**src/rtl/chip_if.sv**
```systemverilog
// Column-in / edge-out stream bundle of the edge-detection chip.
// The host (master) supplies one 5-row column per cycle; the chip (slave) returns edge magnitudes.
interface chip_if #(
  parameter int PW = 5
);
  logic [PW-1:0] pixel_in0;
  logic [PW-1:0] pixel_in1;
  logic [PW-1:0] pixel_in2;
  logic [PW-1:0] pixel_in3;
  logic [PW-1:0] pixel_in4;
  logic          load_end;
  logic [PW-1:0] edge_out;
  logic          readable;

  modport master (
    output pixel_in0, pixel_in1, pixel_in2, pixel_in3, pixel_in4, load_end,
    input  edge_out, readable
  );

  modport slave (
    input  pixel_in0, pixel_in1, pixel_in2, pixel_in3, pixel_in4, load_end,
    output edge_out, readable
  );
endinterface

```
**src/rtl/chip.sv**
```systemverilog
// Streaming edge detector: 5-column window, 3x3 Gaussian blur on rows 1..3,
// then a 3x3 Sobel centred on row 2; one registered magnitude per input column.
module chip #(
  parameter int PW = 5
) (
  input  logic clk,
  input  logic reset,
  chip_if.slave bus
);

  localparam int SW = PW + 5;
  localparam int GW = PW + 5;

  typedef enum logic [1:0] {LOAD, FLUSH, DONE} state_t;

  state_t        state_reg, state_next;
  logic          flush_cnt_reg, flush_cnt_next;
  logic [PW-1:0] col_in [0:4];
  logic          col_vld;

  // win_reg[0] is the newest column; win_reg[2] is the column being evaluated.
  logic [PW-1:0] win_reg [0:4][0:4];
  logic [2:0]    vld_reg;
  logic [PW-1:0] edge_reg, edge_next;
  logic          readable_reg;

  always_comb begin
    state_next     = state_reg;
    flush_cnt_next = flush_cnt_reg;
    col_vld        = 1'b0;
    for (int r = 0; r < 5; r++) col_in[r] = '0;
    case (state_reg)
      LOAD: begin
        col_in[0] = bus.pixel_in0;
        col_in[1] = bus.pixel_in1;
        col_in[2] = bus.pixel_in2;
        col_in[3] = bus.pixel_in3;
        col_in[4] = bus.pixel_in4;
        col_vld   = 1'b1;
        if (bus.load_end) begin
          state_next     = FLUSH;
          flush_cnt_next = 1'b0;
        end
      end
      FLUSH: begin
        flush_cnt_next = 1'b1;
        if (flush_cnt_reg) state_next = DONE;
      end
      default: begin
      end
    endcase
  end

  // Outside LOAD the window keeps shifting zero columns so the tail drains out.
  always_ff @(posedge clk or negedge reset) begin
    if (!reset) begin
      state_reg     <= LOAD;
      flush_cnt_reg <= 1'b0;
      vld_reg       <= '0;
      edge_reg      <= '0;
      readable_reg  <= 1'b0;
      for (int c = 0; c < 5; c++)
        for (int r = 0; r < 5; r++)
          win_reg[c][r] <= '0;
    end else begin
      state_reg     <= state_next;
      flush_cnt_reg <= flush_cnt_next;
      for (int r = 0; r < 5; r++) begin
        win_reg[0][r] <= col_in[r];
        for (int c = 1; c < 5; c++) win_reg[c][r] <= win_reg[c-1][r];
      end
      vld_reg      <= {vld_reg[1:0], col_vld};
      readable_reg <= vld_reg[2];
      edge_reg     <= vld_reg[2] ? edge_next : '0;
    end
  end

  // Separable blur: vertical [1 2 1] per column, then horizontal [1 2 1].
  logic [SW-1:0] vsum [0:4][0:2];
  logic [PW-1:0] b_side [0:1][0:2];
  logic [PW-1:0] b_mid [0:1];

  genvar gi, gr;
  generate
    for (gi = 0; gi < 5; gi++) begin : g_vcol
      for (gr = 0; gr < 3; gr++) begin : g_vrow
        assign vsum[gi][gr] = SW'(win_reg[gi][gr]) + (SW'(win_reg[gi][gr+1]) << 1)
                            + SW'(win_reg[gi][gr+2]);
      end
    end

    // b_side[0] is blurred column c+1, b_side[1] is column c-1; rows 1..3.
    for (gi = 0; gi < 2; gi++) begin : g_side
      localparam int CC = 1 + 2 * gi;
      for (gr = 0; gr < 3; gr++) begin : g_row
        logic [SW-1:0] hsum;
        assign hsum = vsum[CC-1][gr] + (vsum[CC][gr] << 1) + vsum[CC+1][gr];
        assign b_side[gi][gr] = PW'(hsum >> 4);
      end
    end

    // Centre column is only needed for rows 1 and 3 (Gy).
    for (gi = 0; gi < 2; gi++) begin : g_mid
      localparam int RR = 2 * gi;
      logic [SW-1:0] hsum;
      assign hsum = vsum[1][RR] + (vsum[2][RR] << 1) + vsum[3][RR];
      assign b_mid[gi] = PW'(hsum >> 4);
    end
  endgenerate

  logic signed [GW-1:0] gx, gy;
  logic [GW-1:0]        ax, ay, mag;

  always_comb begin
    gx = GW'(b_side[0][0]) + (GW'(b_side[0][1]) << 1) + GW'(b_side[0][2])
       - GW'(b_side[1][0]) - (GW'(b_side[1][1]) << 1) - GW'(b_side[1][2]);
    gy = GW'(b_side[1][2]) + (GW'(b_mid[1]) << 1) + GW'(b_side[0][2])
       - GW'(b_side[1][0]) - (GW'(b_mid[0]) << 1) - GW'(b_side[0][0]);
    ax = gx[GW-1] ? $unsigned(-gx) : $unsigned(gx);
    ay = gy[GW-1] ? $unsigned(-gy) : $unsigned(gy);
    mag = ax + ay;
    edge_next = PW'(mag >> 3);
  end

  assign bus.edge_out = edge_reg;
  assign bus.readable = readable_reg;

endmodule

```
**src/flat_wrapper.sv**
```systemverilog
// flat-port wrapper written by rule: the top's interface ports become plain ports
module chip_flat 
#(
  parameter int PW = 5
)
  (clk, reset, bus_pixel_in0, bus_pixel_in1, bus_pixel_in2, bus_pixel_in3, bus_pixel_in4, bus_load_end, bus_edge_out, bus_readable);
  chip_if #(.PW(PW)) bus_i ();
  input  logic clk;
  input  logic reset;
  input wire logic [$bits(bus_i.pixel_in0)-1:0] bus_pixel_in0;
  input wire logic [$bits(bus_i.pixel_in1)-1:0] bus_pixel_in1;
  input wire logic [$bits(bus_i.pixel_in2)-1:0] bus_pixel_in2;
  input wire logic [$bits(bus_i.pixel_in3)-1:0] bus_pixel_in3;
  input wire logic [$bits(bus_i.pixel_in4)-1:0] bus_pixel_in4;
  input wire logic [$bits(bus_i.load_end)-1:0] bus_load_end;
  output wire logic [$bits(bus_i.edge_out)-1:0] bus_edge_out;
  output wire logic [$bits(bus_i.readable)-1:0] bus_readable;
  assign bus_i.pixel_in0 = bus_pixel_in0;
  assign bus_i.pixel_in1 = bus_pixel_in1;
  assign bus_i.pixel_in2 = bus_pixel_in2;
  assign bus_i.pixel_in3 = bus_pixel_in3;
  assign bus_i.pixel_in4 = bus_pixel_in4;
  assign bus_i.load_end = bus_load_end;
  assign bus_edge_out = bus_i.edge_out;
  assign bus_readable = bus_i.readable;
  chip #(.PW(PW)) u_core (.clk(clk), .reset(reset), .bus(bus_i));
endmodule
```
**config.mk**
```make
export PLATFORM = sky130hd
export DESIGN_NAME = chip_flat
export DESIGN_NICKNAME = d
export VERILOG_FILES = /design/src/rtl/chip_if.sv /design/src/rtl/chip.sv /design/src/flat_wrapper.sv
export SDC_FILE = /design/constraint.sdc
export NUM_CORES = 1
export LEC_CHECK = 0
export ABC_CLOCK_PERIOD_IN_PS = 10300
export CORE_AREA = 5 5 153 155
export DETAILED_ROUTE_END_ITERATION = 16
export DIE_AREA = 0 0 158 160
export PLACE_DENSITY = 0.79
export SYNTH_ARGS = -nofsm -noshare
export SYNTH_HDL_FRONTEND = slang
export SYNTH_SLANG_ARGS = --single-unit
```
**constraint.sdc**
```tcl
create_clock -name clk -period 10.3 [get_ports clk]
set_clock_uncertainty 0.1 [all_clocks]
set_input_delay 2.575 -clock clk [delete_from_list [all_inputs] [get_ports clk]]
set_output_delay 2.575 -clock clk [all_outputs]
set_load 0.03 [all_outputs]
```
==> results of run 1 <==
power groups by stage:
stage	Clock (mW)	Combinational [mW]	Sequential, mW
6_report	0.622	0.0203	0.538
5_1_grt	0.652	0.0235	0.538
4_1_cts	0.626	0.0213	0.538
3_5_place_dp	0	0.0213	0.548
3_3_place_gp	0	0.0210	0.548
2_1_floorplan	0	0.0000764	0.548
cell type report:
type,count,area (sq um)
Fill cell,1646,7460
Multi-Input combinational cell,865,8680
Timing Repair Buffer,43,407
Clock buffer,20,457
Tap cell,280,350
Inverter,203,762
Clock inverter,12,138
Sequential cell,137,3430
cells by family after synthesis:
group	share of synthesized area, %
multiplexers	0.0779
flip-flops	26.7
buffers and inverters	5.99
AO/OA/AOI/OAI	11.8
AND/OR/NAND/NOR	6.98
XOR/XNOR	8.32
adder cells (fa/ha/maj)	40.1
worst max path at each step:
stage / to / slack, ps / depth (start not counted)
after global routing: u_core.bus.edge_out[4] / -20 / 41
after CTS: u_core.bus.edge_out[4] / 200 / 41
after floorplan: u_core.bus.edge_out[4] / 840 / 41
after global placement: u_core.bus.edge_out[4] / 430 / 41
final: u_core.bus.edge_out[4] / 570 / 41
after detailed placement: u_core.bus.edge_out[4] / 270 / 41
critical path, delay by kind of cell, from the launching register on:
kind,cells,cell delay (ps)
buffers and inverters,7,460
XOR/XNOR,4,530
AO/OA/AOI/OAI,13,2320
AND/OR/NAND/NOR,5,780
flip-flops,1,420
adder cells (fa/ha/maj),12,4980
layer usage:
layer	global-route usage, %	wire, um	vias up	share of wire, %
met2	41.0	14100	197	48
met5	0	0	-	0
met3	4.22	1500	54	5.1
met4	8.14	875	0	3.0
li1	-	-	4112	-
met1	33.0	12800	4281	44
Yosys cell counts (2+ instances only):
library cell / count / area (sq um)
ha_1: 215 / 2690
o21ai_1: 3 / 15.0
xor2_1: 46 / 403
clkbuf_1: 2 / 7.51
a21o_1: 57 / 428
o21a_1: 33 / 248
nand4_1: 2 / 12.5
a211oi_1: 4 / 30.0
nor3_1: 25 / 125
o21bai_1: 14 / 105
xnor2_1: 76 / 666
a211oi_2: 2 / 25.0
dfrtp_1: 137 / 3430
nor2b_1: 19 / 119
a211o_1: 3 / 26.3
or2_2: 6 / 37.5
nor2_1: 52 / 195
inv_1: 203 / 762
nand3_1: 4 / 20.0
nand2b_1: 7 / 43.8
fa_1: 123 / 2460
nand2_1: 16 / 60.1
and2_1: 25 / 156
o21ai_0: 28 / 140
nor3b_1: 5 / 37.5
a21oi_1: 78 / 390
stage by stage:
| step | utilization [%] | setup TNS (ps) | setup slack [ps] |
|---|---|---|---|
| 2_1_floorplan | - | 0 | 842 |
| 3_3_place_gp | 62.5 | 0 | 427 |
| 3_5_place_dp | 62.5 | 0 | 274 |
| 4_1_cts | 65.2 | 0 | 202 |
| 5_1_grt | 65.6 | -15.1 | -15.1 |
| 6_report | 65.6 | 0 | 570 |
timing repair:
action / in CTS / in global routing
setup buffers: 0 / 6
endpoints found under the setup margin: 0 / 3
gates resized for setup: 0 / 11
hold endpoints to repair: 0 / 0
==> flow_summary_export.csv, run 1 <==
group,metric,value,unit
hold_path,hp-start,"u_core.vld_reg[1]",
layout,fin_area,14200,sq um
timing,finalCritPeriodShare,94.5,%
place,dp.cells,1522,
layout,final_cell_count_no_fill,1560,
power,swShare,22.1,%
floorplan,die_w,158,um
logic_synthesis,syn_inst,1207,
layout,diodes,0,
global_routing,grt_start_max_net_pins,88,
floorplan,die_y,160,um
timing,setup_violations,0,
run,maxCapViolations,0,
cts,htree_levels,4,
floorplan,core_area,21700,sq um
place,io_buffer_count,33,
setup_path,regToRegEndpoint,"u_core.bus.edge_out[4]",
route,viasPerCell,5.54,
route,ant_nets,0,
power,total_power,1.18,mW
logic_synthesis,synth.avg_cell_area,10.6,sq um
run_status,outcome,"finished, final reports clean",
hold_path,holdPathStages,0,
hold_path,hp-class,"register to register",
route,dr.pass1.iters,5,
cts,cts_tree,"done",
logic_synthesis,ys.warnings.count,0,
floorplan,ioPinCount,34,
route,first_iter_violations,482,
timing,maxSlewViolCount,0,
setup_path,end_kind,"register",
power,pwr-share-seq,45.6,%
logic_synthesis,yosysSeqAreaShare,26.7,%
floorplan,row_count,54,
timing,timing.final.crit_period,9730,ps
logic_synthesis,synth_fp_nets,1573,
setup_path,startpoint,"u_core.win_reg[36]",
timing,hold_violations,0,
setup_path,cp-start-kind,"register",
power,power.density,83.0,nW/um^2
power,p_switching,0.261,mW
logic_synthesis,ys_ff_latch,137,
timing,fin_hold_ws,255,ps
global_routing,track_usage,24.7,%
setup_path,slowest_stage,"fa_1",
floorplan,dieArea,25300,sq um
power,power.internal,0.920,mW
setup_path,cp.arrival,9940,ps
cts,clkTransAtPathRegs,60,ps
timing,max_slew.worst_pin.slew,1210,ps
setup_path,cp.required,10510,ps
setup_path,cp_max_fo,7,
route,wl_per_cell,18.8,um
global_routing,gr-total-overflow,0,
timing,relSlewSlack,18.8,%
global_routing,antenna_found_initial,0,
layout,final_nets,1633,
floorplan,initial_utilization,59.2,%
place,hpwlAfterDp,24600,um
place,placed_area,13600,sq um
layout,largest_reg_flops,125,
power,ir_drop,112,uV
setup_path,rr_startpoint,"u_core.win_reg[36]",
cts,cts.sinks,137,
place,globalplace.congestion,0.905,
timing,max_freq,103,MHz
logic_synthesis,ys_types,48,
cts,root_buffer,"clkbuf_16",
logic_synthesis,syn_area,12800,sq um
global_routing,grt_pass1_vias,9356,
setup_path,r2r_slack,570,ps
cts,cts_hold_buf,0,
setup_path,slowest_delay,550,ps
global_routing,grt_pass1_wl,47600,um
route,drc_errors,0,
logic_synthesis,synth_edf_count,0,
power,clkPwrFrac,52.7,%
layout,final_cell_mix,"ha_1, inv_1, dfrtp_1",
route,route.vias.total,8644,
cts,clockBufferDepth,2,
power,combinationalPowerShare,1.7,%
layout,layout_commonest_cell,"ha_1",
setup_path,worstSetupPathType,"register to register",
logic_synthesis,synth-main-ff-cell,"dfrtp_1",
cts,clkLatencyLatePin,430,ps
layout,synthToLayoutAreaGrowth,10.7,%
power,leakagePower,8.42,nW
layout,drive_above_1_share,5.08,%
logic_synthesis,async_reset_ff_share,100,%
cts,numCtsBuffers,17,
hold_path,hold_end,"u_core.vld_reg[2]",
setup_path,rr_worst_depth,41,
route,drt-total-wl,29300,um
(Power assumes the default switching activity.)
==> run 2: changes to the inputs <==
--- a/config.mk
+++ b/config.mk
@@ -10,5 +10,7 @@
 export DETAILED_ROUTE_END_ITERATION = 16
 export DIE_AREA = 0 0 158 160
+export MAX_ROUTING_LAYER = met4
 export PLACE_DENSITY = 0.79
+export SLEW_MARGIN = 20
 export SYNTH_ARGS = -nofsm -noshare
 export SYNTH_HDL_FRONTEND = slang
==> constraint.sdc (replaced) <==
create_clock -name clk -period 10.3 [get_ports clk]
set_clock_uncertainty 0.1 [all_clocks]
set_input_delay 1.03 -clock clk [delete_from_list [all_inputs] [get_ports clk]]
set_output_delay 1.03 -clock clk [all_outputs]
set_load 0.03 [all_outputs]
==> run 2 against run 1 <==
  * Sequential power about the same
  * Hold slack got worse by 2.5 ps
  * Power increased by 2.4%
  * Fmax decreased by 1.1%
==> flow_summary_export.csv, run 2 (synthesis gave the netlist of run 1 again) <==
group,metric,value,unit
cts,clkTransAtPathRegs,70,ps
run,maxCapViolations,0,
cts,htree_levels,4,
hold_path,hold_end,"u_core.vld_reg[1]",
layout,layout_commonest_cell,"ha_1",
timing,max_freq,102,MHz
setup_path,cp_max_fo,7,
cts,numCtsBuffers,17,
floorplan,dieArea,25300,sq um
layout,final_cell_mix,"ha_1, inv_1, dfrtp_1",
floorplan,ioPinCount,34,
timing,maxSlewViolCount,0,
timing,timing.final.crit_period,9840,ps
floorplan,row_count,54,
route,drt-total-wl,30000,um
floorplan,die_w,158,um
global_routing,grt_pass1_vias,9628,
setup_path,slowest_delay,570,ps
power,power.density,84.8,nW/um^2
place,placed_area,13600,sq um
power,leakagePower,8.44,nW
floorplan,initial_utilization,59.2,%
setup_path,end_kind,"register",
layout,synthToLayoutAreaGrowth,11.0,%
route,first_iter_violations,512,
layout,final_nets,1633,
timing,relSlewSlack,44.2,%
layout,drive_above_1_share,5.16,%
layout,fin_area,14300,sq um
layout,diodes,0,
cts,clockBufferDepth,2,
timing,hold_violations,0,
global_routing,gr-total-overflow,0,
layout,fillers,1608,
place,dp.cells,1522,
route,dr_wl_met2,14600,um
timing,finalCritPeriodShare,95.5,%
route,wl_met1,13000,um
route,route.vias.total,8712,
run_status,outcome,"finished, final reports clean",
cts,cts.sinks,137,
timing,max_slew.worst_pin.slew,836,ps
layout,final_cell_count_no_fill,1559,
layout,largest_reg_flops,125,
cts,cts_tree,"done",
power,total_power,1.21,mW
place,hpwlAfterDp,24900,um
setup_path,slowest_stage,"fa_2",
floorplan,die_y,160,um
route,maxUsedRoutingLayer,"met4",
setup_path,worstSetupPathType,"register to register",
route,dr_wl_met3,1370,um
setup_path,regToRegEndpoint,"u_core.bus.edge_out[4]",
setup_path,r2r_slack,460,ps
route,drc_errors,0,
global_routing,grt_pass1_wl,49200,um
route,ant_nets,0,
setup_path,cp.arrival,10060,ps
route,dr.pass1.iters,7,
timing,setup_violations,0,
setup_path,rr_startpoint,"u_core.win_reg[36]",
power,ir_drop,130,uV
place,io_buffer_count,33,
timing,fin_hold_ws,252,ps
setup_path,rr_worst_depth,41,
hold_path,hp-start,"u_core.vld_reg[0]",
global_routing,grt_start_max_net_pins,86,
hold_path,holdPathStages,0,
setup_path,cp.required,10520,ps
layout,utilization,65.8,%
global_routing,track_usage,26.2,%
route,viasPerCell,5.59,
hold_path,hp-class,"register to register",
cts,root_buffer,"clkbuf_16",
cts,clkLatencyLatePin,430,ps
place,globalplace.congestion,0.916,
cts,cts_hold_buf,0,
setup_path,cp-start-kind,"register",
route,wl_per_cell,19.2,um
global_routing,antenna_found_initial,0,
floorplan,core_area,21700,sq um
==> run 2: cell count changes in the layout (fill, tap and decap cells not counted), sizes merged <==
cell and delta:
inv -3, clkbuf +2, clkinvlp -2, bufinv +1, clkinv +1
==> run 2: worst max-delay path by stage <==
stage                             from                endpoint
floorplan           u_core.win_reg[36]  u_core.bus.edge_out[4]
global placement    u_core.win_reg[36]  u_core.bus.edge_out[4]
detailed placement  u_core.win_reg[36]  u_core.bus.edge_out[4]
CTS                 u_core.win_reg[36]  u_core.bus.edge_out[4]
global route        u_core.win_reg[36]  u_core.bus.edge_out[4]
finish              u_core.win_reg[36]  u_core.bus.edge_out[4]
==> run 2: critical path, delay by kind of cell (launching register included) <==
family	cells	cell delay, ps
AOI/OAI and AO/OA	15	2540
xor gates and xnor gates	3	550
adders and majority gates	12	4830
buffers and inverters	6	320
DFF	1	450
and+or+nand+nor	5	900
==> run 2: metal layers <==
metal,global-route usage [%],vias up
met2,42.5,184
met5,-,-
li1,-,4113
met1,33.6,4348
met4,8.61,0
met3,4.65,67
==> run 2: area by class of cell <==
class | count | area, sq um | area share [%]
multi-input cells | 865 | 8690 | 60.9
inverters | 203 | 762 | 5.34
flip-flops and latches | 137 | 3430 | 24.0
clock buffers | 22 | 484 | 3.40
well taps | 280 | 350 | 2.46
repair buffers | 43 | 407 | 2.85
clock inverters | 9 | 139 | 0.974
==> run 2: where the power goes <==
part	leakage, nW	total (mW)	switching, mW	internal [mW]
sequential	1.90	0.538	0	0.538
combinational	6.23	0.0206	0.0115	0.00909
clock	0.307	0.650	0.243	0.407
==> run 2: what timing repair did <==
action | in CTS | in global routing
resized for setup | 0 | 11
endpoints found under the setup margin | 0 | 4
setup buffers | 0 | 6
==> run 2: per-stage QoR <==
| step | setup slack [ps] | setup TNS [ps] |
|---|---|---|
| 2_1_floorplan | 842 | 0 |
| 3_3_place_gp | 409 | 0 |
| 3_5_place_dp | 228 | 0 |
| 4_1_cts | 166 | 0 |
| 5_1_grt | -111 | -111 |
| 6_report | 463 | 0 |
==> run 3: changes to the inputs <==
CORE_AREA = 2 2 150 152   (was 5 5 153 155)
DIE_AREA = 0 0 152 154   (was 0 0 158 160)
==> run 3 against run 2 <==
  * Combinational power about the same
  * First-iteration DRC count fell by 10%
  * Via count rose by 0.33%
  * Global-route usage increased by 1.9 points
  * Power decreased by 2.6%
  * Sequential cell count stayed put
  * Sequential power about the same
  * Setup slack improved by 6.9 ps
  * Non-clock buffer count shrank 1
  * Cell area down 0.33%
  * Clock power shrank 4.6%
  * Critical path depth fell by 2
==> flow_summary_export.csv, run 3 (synthesis gave the netlist of run 1 again) <==
group,metric,value,unit
layout,fin_area,14200,sq um
setup_path,rr_startpoint,"u_core.win_reg[61]",
timing,timing.final.crit_period,9830,ps
route,viasPerCell,5.61,
route,ant_nets,0,
cts,htree_levels,4,
layout,final_nets,1632,
cts,clkLatencyLatePin,440,ps
cts,clockBufferDepth,2,
layout,largest_reg_flops,125,
setup_path,end_kind,"register",
setup_path,cp.required,10510,ps
route,drt-total-wl,29700,um
floorplan,die_w,152,um
global_routing,gr-total-overflow,0,
timing,relSlewSlack,41.6,%
timing,max_slew.worst_pin.slew,870,ps
route,dr.pass1.iters,5,
route,wl_per_cell,19.0,um
layout,layout.area.seq,3430,sq um
setup_path,slowest_stage,"fa_1",
timing,max_freq,102,MHz
setup_path,cp.arrival,10040,ps
timing,fin_hold_ws,245,ps
timing,maxSlewViolCount,0,
power,leakagePower,8.43,nW
hold_path,hp-class,"register to register",
cts,clkTransAtPathRegs,60,ps
layout,diodes,0,
power,power.density,82.9,nW/um^2
global_routing,grt_pass1_wl,49000,um
route,route.vias.total,8741,
floorplan,die_y,154,um
cts,cts.sinks,137,
setup_path,slowest_delay,530,ps
setup_path,cp_max_fo,5,
route,drc_errors,0,
power,total_power,1.18,mW
timing,hold_violations,0,
setup_path,cp-start-kind,"register",
floorplan,core_area,21700,sq um
run_status,outcome,"finished, final reports clean",
cts,cts_tree,"done",
cts,numCtsBuffers,17,
power,ir_drop,186,uV
setup_path,startpoint,"u_core.win_reg[61]",
floorplan,ioPinCount,34,
place,placed_area,13600,sq um
layout,drive_above_1_share,5.24,%
place,io_buffer_count,33,
global_routing,grt_start_max_net_pins,71,
layout,multi_input_area,8690,sq um
hold_path,hp-start,"u_core.vld_reg[1]",
place,hpwlAfterDp,24500,um
run,maxCapViolations,0,
place,globalplace.congestion,0.938,
layout,fillers,1600,
floorplan,row_count,54,
setup_path,worstSetupPathType,"register to register",
route,first_iter_violations,460,
global_routing,track_usage,28.1,%
layout,synthToLayoutAreaGrowth,10.6,%
layout,layout_commonest_cell,"ha_1",
floorplan,dieArea,23400,sq um
global_routing,grt_pass1_vias,9562,
layout,final_cell_mix,"ha_1, inv_1, dfrtp_1",
timing,setup_violations,0,
cts,root_buffer,"clkbuf_16",
timing,finalCritPeriodShare,95.4,%
floorplan,initial_utilization,59.2,%
global_routing,antenna_found_initial,0,
[run 3: cell types whose count changed in the layout (fill, tap and decap cells not counted), sizes merged]
| cell | before | now |
|---|---|---|
| inv | 204 | 210 |
| clkinvlp | 0 | 1 |
| bufinv | 3 | 1 |
| clkbuf | 22 | 19 |
| clkinv | 5 | 4 |
| buf | 11 | 10 |
[run 3: cell type report]
cell class / count / share of cell area, %
clock buffer: 19 / 3.19
clock inverter: 13 / 0.933
inverter: 203 / 5.36
multi-input combinational: 865 / 61.1
sequential: 137 / 24.1
tap: 280 / 2.46
timing repair buffer: 42 / 2.81
[run 3: critical path, delay by kind of cell, from the launching register on]
family	cells	cell delay [ps]
adders and majority gates	11	4250
AOI/OAI and AO/OA	14	2570
and+or+nand+nor	6	1050
xor gates and xnor gates	4	860
DFF	1	480
buffers and inverters	4	360
[run 3: routing by layer]
layer	track usage, %	vias to the layer above	share of wire (%)
met2	45.2	217	48
met5	-	-	0
met4	12.0	0	4.1
li1	-	4112	-
met3	4.09	73	4.5
met1	35.9	4339	44
[run 3: per-stage QoR]
step | setup slack (ps) | util (%) | setup TNS [ps] | cells
final | 470 | 65.5 | 0 | 1559
after CTS | 83.5 | 65.2 | 0 | 1554
after global routing | -33.1 | 65.5 | -33.1 | 1559
after global placement | 389 | 62.5 | 0 | 1522
after detailed placement | 204 | 62.5 | 0 | 1522
after floorplan | 842 | - | 0 | 1207
[run 3: timing repair]
action / CTS / global route
endpoints found under the setup margin: 0 / 4
gates resized for setup: 0 / 14
setup buffers: 0 / 5
hold buffers: 0 / 0
[run 3: power by group]
group | internal [mW] | total [mW] | switching [mW] | leakage (nW)
Clock | 0.352 | 0.620 | 0.268 | 0.288
Combinational | 0.00907 | 0.0204 | 0.0113 | 6.24
Sequential | 0.538 | 0.538 | 0 | 1.90
[run 3: path summary, 6_finish.rpt]
check | endpoint | slack [ps] | cells after the start
min in group asynchronous | u_core.win_reg[4] | 500 | 1
min | u_core.vld_reg[2] | 240 | 0
min reg2reg | u_core.vld_reg[2] | 240 | 0
max | u_core.bus.edge_out[4] | 470 | 39
max reg2reg | u_core.bus.edge_out[4] | 470 | 39
max in group asynchronous | u_core.win_reg[36] | 8180 | 2
